==> config.mk <==
export PLATFORM = sky130hd
export DESIGN_NAME = fractal_engine_mc
export DESIGN_NICKNAME = d
export VERILOG_FILES = /design/src/rtl/fractal_pkg.sv /design/src/rtl/fractal_lane.sv /design/src/rtl/fractal_engine_mc.sv
export SDC_FILE = /design/constraint.sdc
export NUM_CORES = 2
export LEC_CHECK = 0
export BUFFER_PORTS_ARGS = -buffer_cell sky130_fd_sc_hd__buf_4
export CORE_MARGIN = 3
export CORE_UTILIZATION = 60
export DETAILED_ROUTE_END_ITERATION = 8
export PLACE_DENSITY_LB_ADDON = 0.15
export SETUP_SLACK_MARGIN = 0.5
export SLEW_MARGIN = 20
export SYNTH_ARGS = -nofsm -noshare
export SYNTH_HDL_FRONTEND = slang
export SYNTH_SLANG_ARGS = --single-unit
==> constraint.sdc <==
create_clock -name clk -period 9 [get_ports clk]
set_input_delay 0 -clock clk [delete_from_list [all_inputs] [get_ports clk]]
set_output_delay 0 -clock clk [all_outputs]
set_load 0.03 [all_outputs]
==> src/rtl/fractal_pkg.sv <==
// Shared types and constants for the multi-lane escape-time engine.
// Holds the lane state encoding, the lane result record and the 4.0 escape threshold.
package fractal_pkg;

   localparam int ITER_W_MAX    = 16;
   localparam int DEF_FRAC_BITS = 12;

   typedef enum logic [1:0] {
      LS_IDLE = 2'd0,
      LS_ITER = 2'd1,
      LS_DONE = 2'd2
   } lane_state_t;

   // iter is sized for the widest supported counter; narrower lanes zero-extend
   typedef struct packed {
      logic [ITER_W_MAX-1:0] iter;
      logic                  in_set;
      logic [9:0]            x;
      logic [9:0]            y;
   } lane_res_t;

   function automatic logic [63:0] escape_sq(input int frac_bits);
      return 64'd4 << (2 * frac_bits);
   endfunction

   localparam logic [63:0] ESCAPE_SQ = escape_sq(DEF_FRAC_BITS);

endpackage

==> src/rtl/fractal_lane.sv <==
// One iteration lane: IDLE -> ITER (z <- z^2 + c per enabled cycle) -> DONE, result held until ack.
// Escape test uses the full-width |z|^2 before truncation; escape wins over the iteration limit.
module fractal_lane
   import fractal_pkg::*;
#(
   parameter int COORD_WIDTH = 16,
   parameter int FRAC_BITS   = 12,
   parameter int ITER_WIDTH  = 6
) (
   input  logic                          clk,
   input  logic                          rst_n,
   input  logic                          enable_i,
   input  logic                          flush_i,
   input  logic                          start_i,
   input  logic                          ack_i,
   input  logic signed [COORD_WIDTH-1:0] zr0_i,
   input  logic signed [COORD_WIDTH-1:0] zi0_i,
   input  logic signed [COORD_WIDTH-1:0] cr_i,
   input  logic signed [COORD_WIDTH-1:0] ci_i,
   input  logic [ITER_WIDTH-1:0]         max_iter_i,
   input  logic [9:0]                    x_i,
   input  logic [9:0]                    y_i,
   output logic                          idle_o,
   output logic                          done_o,
   output lane_res_t                     res_o
);

   localparam int W = COORD_WIDTH;
   localparam logic [1:0] S_IDLE = LS_IDLE;
   localparam logic [1:0] S_ITER = LS_ITER;
   localparam logic [1:0] S_DONE = LS_DONE;
   localparam logic [63:0] ESC_SQ = (FRAC_BITS == DEF_FRAC_BITS) ? ESCAPE_SQ : escape_sq(FRAC_BITS);
   localparam logic signed [2*W:0] ESC_W = $signed((2*W+1)'(ESC_SQ));

   logic [1:0]                st_q, st_d;
   logic signed [W-1:0]       zr_q, zr_d, zi_q, zi_d, cr_q, cr_d, ci_q, ci_d;
   logic [ITER_WIDTH-1:0]     cnt_q, cnt_d, mi_q, mi_d;
   logic                      set_q, set_d;
   logic [9:0]                x_q, x_d, y_q, y_d;
   logic signed [2*W-1:0]     zr2, zi2, zrzi;
   logic signed [2*W:0]       mag, zrzi2;
   logic                      esc;

   always_comb begin
      zr2   = (2*W)'(zr_q) * (2*W)'(zr_q);
      zi2   = (2*W)'(zi_q) * (2*W)'(zi_q);
      zrzi  = (2*W)'(zr_q) * (2*W)'(zi_q);
      mag   = (2*W+1)'(zr2) + (2*W+1)'(zi2);
      zrzi2 = {zrzi, 1'b0};
      esc   = (mag >= ESC_W);

      st_d  = st_q;
      zr_d  = zr_q;
      zi_d  = zi_q;
      cr_d  = cr_q;
      ci_d  = ci_q;
      cnt_d = cnt_q;
      mi_d  = mi_q;
      set_d = set_q;
      x_d   = x_q;
      y_d   = y_q;

      case (st_q)
         S_IDLE: begin
            if (start_i) begin
               st_d  = S_ITER;
               zr_d  = zr0_i;
               zi_d  = zi0_i;
               cr_d  = cr_i;
               ci_d  = ci_i;
               cnt_d = '0;
               mi_d  = max_iter_i;
               set_d = 1'b0;
               x_d   = x_i;
               y_d   = y_i;
            end
         end
         S_ITER: begin
            if (enable_i) begin
               if (esc) begin
                  st_d  = S_DONE;
                  set_d = 1'b0;
               end else if (cnt_q == mi_q) begin
                  st_d  = S_DONE;
                  set_d = 1'b1;
               end else begin
                  zr_d  = W'(zr2 >>> FRAC_BITS) - W'(zi2 >>> FRAC_BITS) + cr_q;
                  zi_d  = W'(zrzi2 >>> FRAC_BITS) + ci_q;
                  cnt_d = cnt_q + ITER_WIDTH'(1);
               end
            end
         end
         S_DONE: begin
            if (ack_i) st_d = S_IDLE;
         end
         default: st_d = S_IDLE;
      endcase
   end

   // flush discards the lane exactly like reset
   always_ff @(posedge clk) begin
      if (!rst_n || flush_i) begin
         st_q  <= S_IDLE;
         zr_q  <= '0;
         zi_q  <= '0;
         cr_q  <= '0;
         ci_q  <= '0;
         cnt_q <= '0;
         mi_q  <= '0;
         set_q <= 1'b0;
         x_q   <= '0;
         y_q   <= '0;
      end else begin
         st_q  <= st_d;
         zr_q  <= zr_d;
         zi_q  <= zi_d;
         cr_q  <= cr_d;
         ci_q  <= ci_d;
         cnt_q <= cnt_d;
         mi_q  <= mi_d;
         set_q <= set_d;
         x_q   <= x_d;
         y_q   <= y_d;
      end
   end

   assign idle_o = (st_q == S_IDLE);
   assign done_o = (st_q == S_DONE);

   always_comb begin
      res_o        = '0;
      res_o.iter   = ITER_W_MAX'(cnt_q);
      res_o.in_set = set_q;
      res_o.x      = x_q;
      res_o.y      = y_q;
   end

endmodule

==> src/rtl/fractal_engine_mc.sv <==
// Multi-lane escape-time engine: round-robin dispatch, strictly in-order retire, N+1 edges for N iterations.
// DONE lanes hold results under out_ready backpressure; FRACTAL_JULIA_EN adds julia_mode/julia_cr/julia_ci.
module fractal_engine_mc
   import fractal_pkg::*;
#(
   parameter int COORD_WIDTH     = 16,
   parameter int FRAC_BITS       = 12,
   parameter int ITER_WIDTH      = 6,
   parameter int LANES           = 2,
   parameter int STEP_SHIFT      = 7,
   parameter int SCREEN_CENTER_X = 320,
   parameter int SCREEN_CENTER_Y = 240
) (
   input  logic                          clk,
   input  logic                          rst_n,
   input  logic                          enable,
   input  logic                          flush,
   input  logic                          in_valid,
   output logic                          in_ready,
   input  logic [9:0]                    pixel_x,
   input  logic [9:0]                    pixel_y,
   input  logic signed [COORD_WIDTH-1:0] center_x,
   input  logic signed [COORD_WIDTH-1:0] center_y,
   input  logic [3:0]                    zoom_level,
   input  logic [ITER_WIDTH-1:0]         max_iter,
   output logic                          out_valid,
   input  logic                          out_ready,
   output logic [ITER_WIDTH-1:0]         out_iter,
   output logic                          out_in_set,
   output logic [9:0]                    out_x,
   output logic [9:0]                    out_y,
   output logic                          busy
`ifdef FRACTAL_JULIA_EN
   ,
   input  logic                          julia_mode,
   input  logic signed [COORD_WIDTH-1:0] julia_cr,
   input  logic signed [COORD_WIDTH-1:0] julia_ci
`endif
);

   localparam int W  = COORD_WIDTH;
   localparam int PW = (LANES > 1) ? $clog2(LANES) : 1;
   localparam int MW = (FRAC_BITS + 12 > W) ? FRAC_BITS + 12 : W;

   logic [PW-1:0]       dp_q, dp_d, rp_q, rp_d;
   logic                run_q;
   logic [LANES-1:0]    idle_w, done_w, start_w, ack_w;
   lane_res_t           res_w [LANES];
   lane_res_t           sel_res;
   logic signed [MW-1:0] dx, dy, mx, my;
   logic signed [W-1:0] map_x, map_y, cr_w, ci_w, zr0_w, zi0_w;
   logic [7:0]          shamt;
   logic                accept, retire, unused_iter;

   // pixel offset scaled into the complex plane, wrapping at COORD_WIDTH
   always_comb begin
      shamt = 8'(STEP_SHIFT) + 8'(zoom_level);
      dx    = $signed(MW'({1'b0, pixel_x})) - MW'(SCREEN_CENTER_X);
      dy    = $signed(MW'({1'b0, pixel_y})) - MW'(SCREEN_CENTER_Y);
      mx    = (dx <<< FRAC_BITS) >>> shamt;
      my    = (dy <<< FRAC_BITS) >>> shamt;
      map_x = center_x + mx[W-1:0];
      map_y = center_y + my[W-1:0];
`ifdef FRACTAL_JULIA_EN
      zr0_w = julia_mode ? map_x : '0;
      zi0_w = julia_mode ? map_y : '0;
      cr_w  = julia_mode ? julia_cr : map_x;
      ci_w  = julia_mode ? julia_ci : map_y;
`else
      zr0_w = '0;
      zi0_w = '0;
      cr_w  = map_x;
      ci_w  = map_y;
`endif
   end

   always_comb begin
      in_ready  = run_q & enable & ~flush & idle_w[dp_q];
      accept    = in_valid & in_ready;
      out_valid = done_w[rp_q];
      sel_res   = res_w[rp_q];
      retire    = out_valid & out_ready & ~flush;
      for (int i = 0; i < LANES; i++) begin
         start_w[i] = accept && (dp_q == PW'(i));
         ack_w[i]   = retire && (rp_q == PW'(i));
      end
      dp_d = dp_q;
      rp_d = rp_q;
      if (flush) begin
         dp_d = '0;
         rp_d = '0;
      end else begin
         if (accept) dp_d = (dp_q == PW'(LANES - 1)) ? '0 : dp_q + PW'(1);
         if (retire) rp_d = (rp_q == PW'(LANES - 1)) ? '0 : rp_q + PW'(1);
      end
   end

   always_ff @(posedge clk) begin
      if (!rst_n) begin
         dp_q  <= '0;
         rp_q  <= '0;
         run_q <= 1'b0;
      end else begin
         dp_q  <= dp_d;
         rp_q  <= rp_d;
         run_q <= 1'b1;
      end
   end

   for (genvar g = 0; g < LANES; g++) begin : g_lane
      fractal_lane #(
         .COORD_WIDTH (COORD_WIDTH),
         .FRAC_BITS   (FRAC_BITS),
         .ITER_WIDTH  (ITER_WIDTH)
      ) u_lane (
         .clk        (clk),
         .rst_n      (rst_n),
         .enable_i   (enable),
         .flush_i    (flush),
         .start_i    (start_w[g]),
         .ack_i      (ack_w[g]),
         .zr0_i      (zr0_w),
         .zi0_i      (zi0_w),
         .cr_i       (cr_w),
         .ci_i       (ci_w),
         .max_iter_i (max_iter),
         .x_i        (pixel_x),
         .y_i        (pixel_y),
         .idle_o     (idle_w[g]),
         .done_o     (done_w[g]),
         .res_o      (res_w[g])
      );
   end

   assign out_iter    = sel_res.iter[ITER_WIDTH-1:0];
   assign out_in_set  = sel_res.in_set;
   assign out_x       = sel_res.x;
   assign out_y       = sel_res.y;
   assign busy        = ~&idle_w;
   assign unused_iter = ^sel_res.iter;

endmodule

# ---- After elaboration in Yosys (flattened, before gate mapping)
# Index checks and enable logic that the tools add are counted.
dict set report op_classes {
  addsub 17
  multipliers 6
  magnitude_cmp 5
  n_eq_ne 18
  shifts 2
  n_mux 60
  n_bitwise 11
  reduce_logical 21
}
# op n
set ops {}
lappend ops {{16-bit two-way mux} 14}
lappend ops {{16-bit by 16-bit multiplier with 32-bit output} 4}
lappend ops {{16-bit one-hot mux with 2 select lines} 4}
lappend ops {{16-bit adder} 6}
lappend ops {{27-bit two-way mux} 3}
lappend ops {{32-bit by 32-bit adder with 33-bit output} 2}
lappend ops {{33-bit by 28-bit greater-or-equal comparator with 1-bit output, second input constant} 2}
lappend ops {{16-bit by 16-bit multiplier with 27-bit output} 2}
lappend ops {{6-bit two-way mux} 8}
lappend ops {{23-bit by 5-bit >>> shifter with 16-bit output} 2}
lappend ops {{16-bit subtractor} 2}
lappend ops {{6-bit one-hot mux with 2 select lines} 2}
lappend ops {{2-bit two-way mux} 10}
lappend ops {{4-bit AND reduction} 4}
lappend ops {{1-bit two-way mux} 15}
lappend ops {{6-bit by 1-bit adder with 6-bit output, second input constant} 2}
lappend ops {{6-bit equality test} 2}
lappend ops {{2-bit != test, second input constant} 6}
lappend ops {{2-bit one-hot mux with 3 select lines} 2}
lappend ops {{10-bit by 8-bit subtractor with 11-bit output, second input constant} 1}
lappend ops {{10-bit by 9-bit subtractor with 11-bit output, second input constant} 1}
lappend ops {{5-bit AND reduction} 2}
lappend ops {{2-bit by 1-bit != test with 1-bit output, second input constant} 4}
lappend ops {{1-bit AND} 6}
lappend ops {{17 further kinds} 34}
dict set report word_totals {
  register_bits 201
  input_bits 68
  out_inout_bits 30
  wordCells 163
}

# ---- Longest topological paths before layout
dict set report depth {
  ltp_word 8
  mapped_depth 40
  mapped_depth_nobuf 38
}

# ---- By module
# From an unflattened synthesis, not the netlist that was laid out.
dict set report hier_totals {
  hier_cells 8132
  hier_area_um2 69863.3
}
# module instances cells_per_inst area_each_um2 seq_area_each_um2
set modules_own_cells {}
lappend modules_own_cells {{fractal_lane at g_lane[0].u_lane} 1 3835 33417.0 1981.9}
lappend modules_own_cells {{fractal_lane at g_lane[1].u_lane} 1 3788 32926.6 1981.9}
lappend modules_own_cells {fractal_engine_mc 1 509 3519.6 60.1}

# ---- Worst setup path after synthesis
# Ideal clock, no wire load.
dict set report synth_path {
  path_kind {reg2reg}
  startpoint {register g_lane[1].u_lane.zi_q[2]}
  endpoint {register g_lane[1].u_lane.zr_q[10]}
  setup_ns 0.117
  arrival_time_ns 9.197
  setup_slack_ns -0.315
  stages_incl_launch_ff 37
  path_buffers 4
  period_less_slack_ns 9.315
  cell_sequence {dfxtp_1 clkbuf_1 clkbuf_1 nand2_1 fa_1 fa_1 fa_1 inv_1 fa_1 fa_1 inv_1 fa_1 inv_1 ha_1 and4_1 a211oi_1 a21o_1 o31ai_1 o41ai_1 nor2b_1 o21a_1 o21ai_0 nand2b_1 a21oi_1 xor2_1 ha_1 or4_1 nor4_1 o211ai_1 and3_1 a221o_1 o21ai_4 nand3_4 and2_4 buf_6 buf_8 a22o_2}
}
dict set report synth_between {
  elab_chain_cells 7
}
# element line
set synth_rtl {}
lappend synth_rtl {{start: declaration} fractal_lane.sv:36} ;# logic signed [W-1:0] zr_q, zr_d, zi_q, zi_d, cr_q, cr_d, ci_q, ci_d;
lappend synth_rtl {{start signal: assignment} fractal_lane.sv:116} ;# zi_q <= zi_d;
lappend synth_rtl {{16-bit by 16-bit multiplier with 32-bit output (*)} fractal_lane.sv:46} ;# zi2 = (2*W)'(zi_q) * (2*W)'(zi_q);
lappend synth_rtl {{parallel branches: the longest is 6 deep, another holds 32-bit by 32-bit adder with 33-bit output} -}
lappend synth_rtl {{end signal: assignment} fractal_lane.sv:115} ;# zr_q <= zr_d;
lappend synth_rtl {{end: declaration} fractal_lane.sv:36}
# Every way passes the cells marked *. The select of a mux whose other input is x is not followed.
# A chain may end at the register's enable or synchronous reset.

# ---- Worst setup path in the final report
dict set report layout_path {
  startpoint {register g_lane[0].u_lane.zr_q[3]}
  endpoint {register g_lane[0].u_lane.zi_q[8]}
}
dict set report layout_between {
  elab_chain_cells 6
}
# element line
set layout_rtl {}
lappend layout_rtl {{start: declaration} fractal_lane.sv:36}
lappend layout_rtl {{start signal: assignment} fractal_lane.sv:115}
lappend layout_rtl {{parallel branches: the longest is 6 deep, another holds 32-bit by 32-bit adder with 33-bit output} -}
lappend layout_rtl {{end signal: assignment} fractal_lane.sv:116}
lappend layout_rtl {{end: declaration} fractal_lane.sv:36}
# Parallel ways; which one is timed is not known. The select of a mux whose other input is x is not followed.

==> summary.txt <==
Status -> finished, final reports clean
Register bit total from synthesis -> 201
Clock period minus worst slack -> 8.89 ns
Seq/Total Area, Yosys -> 0.0594
Final worst-path cycle share -> 0.988
Peak fanout along the critical path -> 9
Max stage delay on crit path -> 0.52 ns
Required time worst endpoint -> 9.49 ns
Synth async-reset ratio -> 0
Mux contribution to synthesized area -> 0.00915
Drt drc -> 0
Synth area leaders -> fa_1 (42%), ha_1 (12%), inv_1 (11%)
Worst-margin pin slew -> 0.938 ns
Compound-Gate Fraction of Synth Area -> 0.0821
Max clock buf depth -> 3
First-pass GRT wire length -> 298 mm
Die Area -> 117000 sq um
Die Wd -> 342 um
R2r setup slk -> 0.11 ns
Leak pwr -> 38.3 nW
Fraction of layout cells with a size suffix above 1 -> 0.129
IO Port Bufs -> 97
Yosys top cell area share -> 0.420
Root buf cell -> clkbuf_16
Worst path slowest cell -> fa_1
Drt pass-1 iters -> 6
Mapped Cells -> 7778
Routed wire per std cell -> 18.9 um
Iteration-0 DRC count of the detailed router -> 3345
R2R Path End -> g_lane[0].u_lane.zi_q[8]
Final setup vio count -> 0
Ports -> 98
Post-Synth XOR/XNOR Area -> 0.0453
WL final -> 183 mm
Clk pin slew, worst setup/hold paths -> 0.06 ns
TritonCTS clock tree -> built
Syn_area_per_cell -> 8.71 sq um
Setup WS post-layout -> 0.107 ns
Initial antenna violation count -> 1
WHS -> 0.0313 ns
Final Power -> 0.00258 W
# clock sinks -> 201
Area delta synth->final -> 13.3%
Worst slew margin -> 0.375
Vias in the first global route -> 56675
Synthesized net count -> 9942
Die Ht -> 342 um
Post-Syn Area -> 67700 sq um
Hold-critical path depth -> 6
Critical path buffers and inverters -> 11
Post-Synth Simple-Gate Area -> 0.134
WP data arrival -> 9.38 ns
# placed instances -> 9465
Largest family of logic cells by synthesized area -> adder cells
Final hold violation count -> 0
Critical setup path kind -> flip-flop to flip-flop
CTS Buf Count -> 27
RSZ-0062 raised after global routing -> true
Unique masters post-synth -> 86
Post-DR vias/cell -> 5.47
Initial core utilization -> 0.608
Critical path's top delay family -> adder cells
Core Box Area -> 111000 sq um
Final Util -> 0.689
Post-Synth Adder-Cell Area -> 0.545
GRT Residual Overflow -> 0
Min-delay worst type -> primary input to flip-flop
Worst IR Drop VDD -> 133 uV
Area leader, netlist -> fa_1
H-Tree Depth -> 1
Most frequent cells in the layout -> inv_1 (1913), fa_1 (1406), nand2_1 (850)
Reg2reg start -> g_lane[0].u_lane.zr_q[3]
Place WS -> -0.452 ns
Final non-filler cell total -> 9668
Post-synth EDFFs -> 0
Crit end category -> flip-flop
Post-route ant nets -> 0
Peak Freq -> 0.112 GHz
Endpoint, Worst Hold -> g_lane[0].u_lane.cr_q[15]
Layout Nets -> 10322
Hold path start -> center_x[14]
Vias -> 52864
Critical Path Start Type -> flip-flop
Commonest non-fill, non-tap cell in the layout -> inv_1
Largest net degree at the start of global routing -> 80
Synth warn -> 0
Routability congestion estimate -> 0.957
GRT Total Usage -> 0.322
Dpl hpwl -> 150 mm
Max Slew Vio Count -> 0
Final Skew -> 0.0199 ns
R2R cell count -> 38
Site Rows -> 122
Pwr dens -> 33.7 nW/um^2
Clk Latency, worst-skew pair -> 0.62 ns
Most used cell, CP -> fa_1
Post-synth top flop -> dfxtp_1
Max Cap Viol -> 0
registers in the layout, summed over array words and instances, names as in the netlist, 2 cells and up:
signal               cells
g_lane.u_lane.y_q       20
g_lane.u_lane.x_q       20
g_lane.u_lane.st_q       4
g_lane.u_lane.zr_q      32
g_lane.u_lane.ci_q      32
g_lane.u_lane.set_q      2
g_lane.u_lane.zi_q      32
g_lane.u_lane.cr_q      32
g_lane.u_lane.cnt_q     12
g_lane.u_lane.mi_q      12
layer usage:
layer / vias to the layer above / global-route usage / wire length, um
met5: - / 0 / 9
met4: 2 / 0.148 / 10800
met3: 448 / 0.0497 / 13200
met2: 1788 / 0.527 / 86200
met1: 26440 / 0.425 / 72900
li1: 24186 / - / -
timing repair:
item | in CTS | in global routing
pin swaps | 60 | 89
endpoints found under the hold margin | 93 | 0
buffers inserted | 62 | 33
gates cloned | 9 | 3
setup endpoints to repair | 82 | 82
gates resized for setup | 261 | 174
hold buffers | 45 | 0
cell usage after synthesis (11+ instances only):
library cell  count
fa_1           1421
a22o_1           36
nor3_1           68
a22o_2           16
clkbuf_1        268
inv_1          1935
nor2b_1          47
o21ai_0         123
mux2i_1          18
o41ai_1          13
nand2_1         874
a21o_1           73
a31oi_1          14
or3_1            21
a211oi_1         23
and2_1          325
o31ai_1          25
nand3_1          77
dfxtp_1         201
o21a_1           39
and3_1           35
xnor2_1         247
xor2_1          103
o21bai_1         29
a21oi_1         338
buf_1            11
nand2b_1         56
mux2_2           39
nor2_1          397
o211ai_1         23
nand4_1          17
ha_1            675
report_power, final:
part / switching [W] / internal (W)
logic: 0.000327 / 0.000200
registers: 0.00000446 / 0.000884
clock network: 0.000491 / 0.000675
worst max-delay path by stage:
stage                                    startpoint                         to  slack, ns  cells after the start
after floorplan            g_lane[1].u_lane.zi_q[4]  g_lane[1].u_lane.zr_q[12]       0.50                     38
after global placement     g_lane[0].u_lane.zr_q[2]  g_lane[0].u_lane.cnt_q[0]      -0.30                     35
after detailed placement   g_lane[0].u_lane.zr_q[2]  g_lane[0].u_lane.cnt_q[0]      -0.45                     35
after CTS                  g_lane[0].u_lane.zr_q[2]   g_lane[0].u_lane.zi_q[8]       0.04                     38
after global routing      g_lane[1].u_lane.zi_q[10]  g_lane[1].u_lane.cnt_q[0]      -0.16                     40
final                      g_lane[0].u_lane.zr_q[3]   g_lane[0].u_lane.zi_q[8]       0.11                     38
tightest hold or removal path, stage by stage:
cell and delay [ns]:
buf_4 0.10, ha_1 0.14, a21oi_1 0.05, xnor2_1 0.17, nand2_1 0.08, a21oi_1 0.05
stage by stage:
stage	setup TNS, ns	area, sq um
2_1_floorplan	0	68100
3_3_place_gp	-10.06	72500
3_5_place_dp	-15.81	72500
4_1_cts	0	75700
5_1_grt	-7.31	76700
6_report	0	76700
cells by family (layout without fill, tap and decap cells):
group | count (synthesis) | count (layout)
AOI/OAI and AO/OA | 859 | 859
xor gates and xnor gates | 350 | 350
adders and majority gates | 2096 | 2096
buffers and inverters | 2242 | 2643
DFF | 201 | 201
muxes | 57 | 57
other | 0 | 1
and+or+nand+nor | 1973 | 1973
layout make-up:
| type | instances | area, sq um |
|---|---|---|
| flip-flops and latches | 201 | 4170 |
| clock inverters | 15 | 186 |
| multi-input cells | 5335 | 56700 |
| fillers | 8909 | 34600 |
| inverters | 1947 | 7330 |
| diodes | 1 | 2.50 |
| repair buffers | 646 | 5760 |
| well taps | 1488 | 1860 |
| clock buffers | 35 | 746 |
Power figures use the tool's default switching activity.
